`src/rtl/encoder_pkg.sv`:
```
// Shared types and constants for the 4-to-2 priority encoder slice.
// Holds the index encoding and a population-count helper used for multi-hot detection.
package encoder_pkg;

    localparam int IN_W  = 4;
    localparam int OUT_W = 2;

    typedef logic [OUT_W-1:0] enc_idx_t;

    localparam enc_idx_t IDX0 = 2'd0;
    localparam enc_idx_t IDX1 = 2'd1;
    localparam enc_idx_t IDX2 = 2'd2;
    localparam enc_idx_t IDX3 = 2'd3;

    // Bundled result so the top can register all three outputs as one word.
    typedef struct packed {
        enc_idx_t idx;
        logic     any_set;
        logic     multi_set;
    } enc_res_t;

    function automatic logic [2:0] popcount4(input logic [IN_W-1:0] v);
        logic [2:0] cnt;
        cnt = '0;
        for (int i = 0; i < IN_W; i++) begin
            cnt = cnt + {2'b00, v[i]};
        end
        return cnt;
    endfunction

endpackage

```
`src/rtl/encoder_4to2_core.sv`:
```
// Combinational priority encode of a 4-bit request vector: highest set bit wins.
// Zero latency, no flow control; also reports any-set and two-or-more-set flags.
module encoder_4to2_core
    import encoder_pkg::*;
(
    input  logic [IN_W-1:0] req_i,
    output enc_idx_t        idx_o,
    output logic            any_set_o,
    output logic            multi_set_o
);

    always_comb begin
        idx_o = IDX0;
        if (req_i[3]) begin
            idx_o = IDX3;
        end else if (req_i[2]) begin
            idx_o = IDX2;
        end else if (req_i[1]) begin
            idx_o = IDX1;
        end else begin
            // in[0] alone and all-zero share index 0; any_set disambiguates.
            idx_o = IDX0;
        end
    end

    assign any_set_o   = |req_i;
    assign multi_set_o = (popcount4(req_i) >= 3'd2);

endmodule

```
`src/rtl/encoder_4to2.sv`:
```
// Registered 4-to-2 priority encoder with valid/multi flags; async active-high reset.
// Latency 1 cycle, one result per cycle, no backpressure; outputs driven only from flops.
module encoder_4to2
    import encoder_pkg::*;
(
    input  logic            clk,
    input  logic            rst,
    input  logic [IN_W-1:0] in,
    output logic [OUT_W-1:0] out,
    output logic            valid,
    output logic            multi
);

    enc_res_t res_d;
    enc_res_t res_q;

    encoder_4to2_core u_core (
        .req_i       (in),
        .idx_o       (res_d.idx),
        .any_set_o   (res_d.any_set),
        .multi_set_o (res_d.multi_set)
    );

    always_ff @(posedge clk or posedge rst) begin
        if (rst) begin
            res_q <= '0;
        end else begin
            res_q <= res_d;
        end
    end

    assign out   = res_q.idx;
    assign valid = res_q.any_set;
    assign multi = res_q.multi_set;

endmodule

```
`config.mk`:
```
export PLATFORM = sky130hd
export DESIGN_NAME = encoder_4to2
export DESIGN_NICKNAME = d
export VERILOG_FILES = /design/src/rtl/encoder_pkg.sv /design/src/rtl/encoder_4to2_core.sv /design/src/rtl/encoder_4to2.sv
export SDC_FILE = /design/constraint.sdc
export NUM_CORES = 1
export LEC_CHECK = 0
export CAP_MARGIN = 25
export CELL_PAD_IN_SITES_DETAIL_PLACEMENT = 1
export CELL_PAD_IN_SITES_GLOBAL_PLACEMENT = 2
export CORE_AREA = 2 2 39 41
export DETAILED_ROUTE_END_ITERATION = 7
export DIE_AREA = 0 0 41 43
export PLACE_DENSITY = 0.55
export SYNTH_ARGS = -nofsm -noshare
export SYNTH_HDL_FRONTEND = slang
export SYNTH_SLANG_ARGS = --single-unit
export TNS_END_PERCENT = 5
```
`constraint.sdc`:
```
create_clock -name clk -period 0.8 [get_ports clk]
set_clock_uncertainty 0.05 [all_clocks]
set_input_delay 0.16 -clock clk [delete_from_list [all_inputs] [get_ports clk]]
set_output_delay 0.16 -clock clk [all_outputs]
set_load 0.005 [all_outputs]
```
=== After elaboration in Yosys (flattened, before gate mapping) ===
Cells that the tools add are included.
Widths: inputs -> output; s select.

* $add $sub $neg: 3
* $lt $le $gt $ge: 1
* Muxes and demuxes: 3
* Reductions and logical operators: 1

{| class="wikitable"
|+ Operators with widths
! operator !! count
|-
| $add 3x1->3 || 2
|-
| $mux 2 || 2
|-
| $reduce_or 4->1 || 1
|-
| $ge 3x2->1 const B || 1
|-
| $add 1x1->2 || 1
|-
| $mux 1 || 1
|}

* Register bits: 4
* Output and inout bits: 4

=== Longest topological paths before layout ===
* Word-level depth: 4
* Gate-level depth with buffers: 4
* Depth with buffers taken out: 4

=== Hierarchy ===
A second synthesis with hierarchy kept.

* Cell total of the unflattened synthesis: 15
* Area, all modules: 170.2 um^2

{| class="wikitable"
|+ Modules (own cells, without submodules)
! module !! instances !! cells each !! area an instance (um^2) !! sequential area each (um^2)
|-
| encoder_4to2 || 1 || 5 || 103.8 || 100.1
|-
| encoder_4to2_core || 1 || 10 || 66.3 || 0.0
|}

=== Worst setup path after synthesis ===
No wires, ideal clock.

* Path type: in2reg
* Start point: in in[0]
* End point: reg res_q, in the netlist multi
* Setup time: 124 ps
* Arrival: 994 ps
* Required time: 626 ps
* Path slack: -368 ps
* Cell stages on the path: 4
* Path through: inv_1 > ha_1 > ha_1 > a211o_1

{| class="wikitable"
|+ RTL lines
! element !! RTL line !! text
|-
| start: declaration || encoder_4to2.sv:8 || <nowiki>input logic [IN_W-1:0] in,</nowiki>
|-
| end signal: assignment || encoder_4to2.sv:28 || <nowiki>res_q <= res_d;</nowiki>
|-
| end: declaration || encoder_4to2.sv:15 || <nowiki>enc_res_t res_q;</nowiki>
|}

==> flow_metrics.env <==
export IMPL_path_class="input port to flip-flop"
export IMPL_maxSlewHeadroom=0.906
export IMPL_synth_area_per_cell_um2=11.8
export IMPL_dp_slack_ns=-0.947
export IMPL_grt_pass1_wl_um=655
export IMPL_hold_viol=0
export IMPL_power_w=0.000580
export IMPL_viasPerCell=3.51
export IMPL_n_fill_cell=162
export IMPL_synthTopCellsByCount="dfrtp_1, inv_1, ha_1"
export IMPL_globalplace_congestion=0.553
export IMPL_maxSlewViolCount=0
export IMPL_wire_per_inst_um=7.87
export IMPL_status="complete, but fails checks"
export IMPL_path_max_fanout=2
export IMPL_yosys_area_top_type="dfrtp_1"
export IMPL_postCtsHoldBufs=0
export IMPL_antenna_left=0
export IMPL_timing_final_ws_setup_ns=-0.123
export IMPL_p_per_area_mw_per_mm2=1630
export IMPL_ys_warn_count=0
export IMPL_synth_area_leaders="dfrtp_1, ha_1, inv_1"
export IMPL_ys_ff_latch=4
export IMPL_finalSetupViolations=5
export IMPL_clkTransAtPathRegs_ns=0.04
export IMPL_cts_setup_buffers=0
export IMPL_grt_max_degree=5
export IMPL_numPortBuffers=9
export IMPL_htree_num_levels=1
export IMPL_synth_async_sr_flop_share=1.00
export IMPL_grt_ovfl_total=0
export IMPL_antenna_found_initial=0
export IMPL_fin_hold_ws_ns=0.0600
export IMPL_ys_seq_area_frac=0.567
export IMPL_cts_made_buffers=3
export IMPL_synth_nets=24
export IMPL_cts_buffer_depth=2
export IMPL_tightest_slew_ns=0.141
export IMPL_dieHeight_um=43
export IMPL_drcViolationCount=0
export IMPL_violations="setup timing"
export IMPL_crit_path_end_kind="flip-flop"
export IMPL_fp_row_count=14
export IMPL_maxCapViolCount=0
export IMPL_first_pass_iters=2
export IMPL_dieArea_mm2=0.00176
export IMPL_drtIter0Drc=3
export IMPL_synth_edf_count=0
export IMPL_synth_top_area_share=0.567
export IMPL_final_nets=40
export IMPL_arrival_ns=0.99
export IMPL_final_min_clock_period_ns=0.923
export IMPL_synthCells=15
export IMPL_core_area_mm2=0.00138
export IMPL_die_w_um=41
export IMPL_cts_sinks=4
export IMPL_p_leak_nw=0.161
export IMPL_dp_hpwl_um=310
export IMPL_hold_path_class="input port to asynchronous set/reset pin"
export IMPL_seq_area_um2=100
export IMPL_start_util=0.127
export IMPL_ys_types=7
export IMPL_drive_above_1_share=0.552
export IMPL_multiInputGateArea_um2=88.8
export IMPL_grt_total_usage=0.0665
export IMPL_finish_utilization=0.258
export IMPL_ys_flop_type="dfrtp_1"
export IMPL_rsz0062_at_grt="yes"
export IMPL_cts_tree="yes"
export IMPL_cp_start_kind="input port"
export IMPL_max_freq_mhz=1080
export IMPL_grt_pass1_vias=174
export IMPL_boundaryPins=10
export IMPL_fin_crit_sh=1.15
export IMPL_routed_wl_um=354
export IMPL_ir_worst_vdd_v=0.000462
export IMPL_root_buffer="clkbuf_4"
export IMPL_cp_required_ns=0.86
export IMPL_antenna_cells=0
export IMPL_syn_area_um2=176
export IMPL_syn2layout_area_growth_pct=102
export IMPL_vias=158
## area by class of cell
type / instances / share of cell area
Sequential cell: 4 / 0.281
Timing Repair Buffer: 11 / 0.267
Multi-Input combinational cell: 7 / 0.249
Inverter: 4 / 0.0842
Clock buffer: 3 / 0.0632
Tap cell: 16 / 0.0561
## metal layers
metal,up-vias,part of all wire,track usage
met5,-,0,0
met4,0,0.040,0.100
met3,2,0.19,0.0471
met2,12,0.47,0.0750
met1,70,0.29,0.0586
li1,74,-,-
## worst max-delay path: stages
cell     delay, ns
buf_12        0.09
inv_12        0.03
ha_4          0.23
ha_4          0.23
a211o_1       0.25
## cell families after synthesis
kind of cell	share of synthesized area
compound gates	0.0922
fa+ha+maj	0.213
buf+inv	0.0851
flops	0.567
simple gates	0.0425
## metrics by stage
step	area (µm²)	std cells	TNS [ns]
4_1_cts	354	45	-0.592
3_5_place_dp	342	42	-2.87
3_3_place_gp	342	42	-2.82
6_report	357	45	-0.551
5_1_grt	357	45	-0.704
2_1_floorplan	216	15	-0.231
## where the power goes
group          switching (W)  leakage, nW  internal (W)  total (W)
sequential        0.00000238       0.0416      0.000217   0.000219
clock              0.0000795       0.0138      0.000168   0.000247
combinational      0.0000453        0.105     0.0000685   0.000114
total               0.000127        0.161      0.000453   0.000580
## final timing paths
kind                        from          endpoint  slack [ns]  depth (start not counted)
min                          rst   valid$_DFF_PP0_        0.06                          2
max                        in[1]   multi$_DFF_PP0_       -0.12                          5
min in group clk           in[0]   valid$_DFF_PP0_        0.20                          4
max in group asynchronous    rst  out[1]$_DFF_PP0_        0.50                          2
## state kept, by name, indices dropped and copies added, names as in the netlist
| register | count |
|---|---|
| out | 2 |
| multi | 1 |
| valid | 1 |
## what timing repair did
item / CTS / global route
gates resized for setup: 32 / 1
setup endpoints to repair: 8 / 6
pin swaps: 0 / 0
## cell usage in the layout (no fill, tap or decap)
| cell type | instances |
|---|---|
| dfrtp_1 | 4 |
| buf_4 | 2 |
| nand2_1 | 1 |
| dlygate4sd2_1 | 1 |
| ha_4 | 2 |
| inv_4 | 1 |
| o21bai_1 | 1 |
| buf_6 | 1 |
| buf_12 | 1 |
| ha_1 | 1 |
| buf_2 | 4 |
| clkbuf_4 | 3 |
| clkdlybuf4s50_1 | 2 |
| nor2_2 | 1 |
| inv_12 | 1 |
| a211o_1 | 1 |
| inv_1 | 2 |
Power figures use the tool's default switching activity.
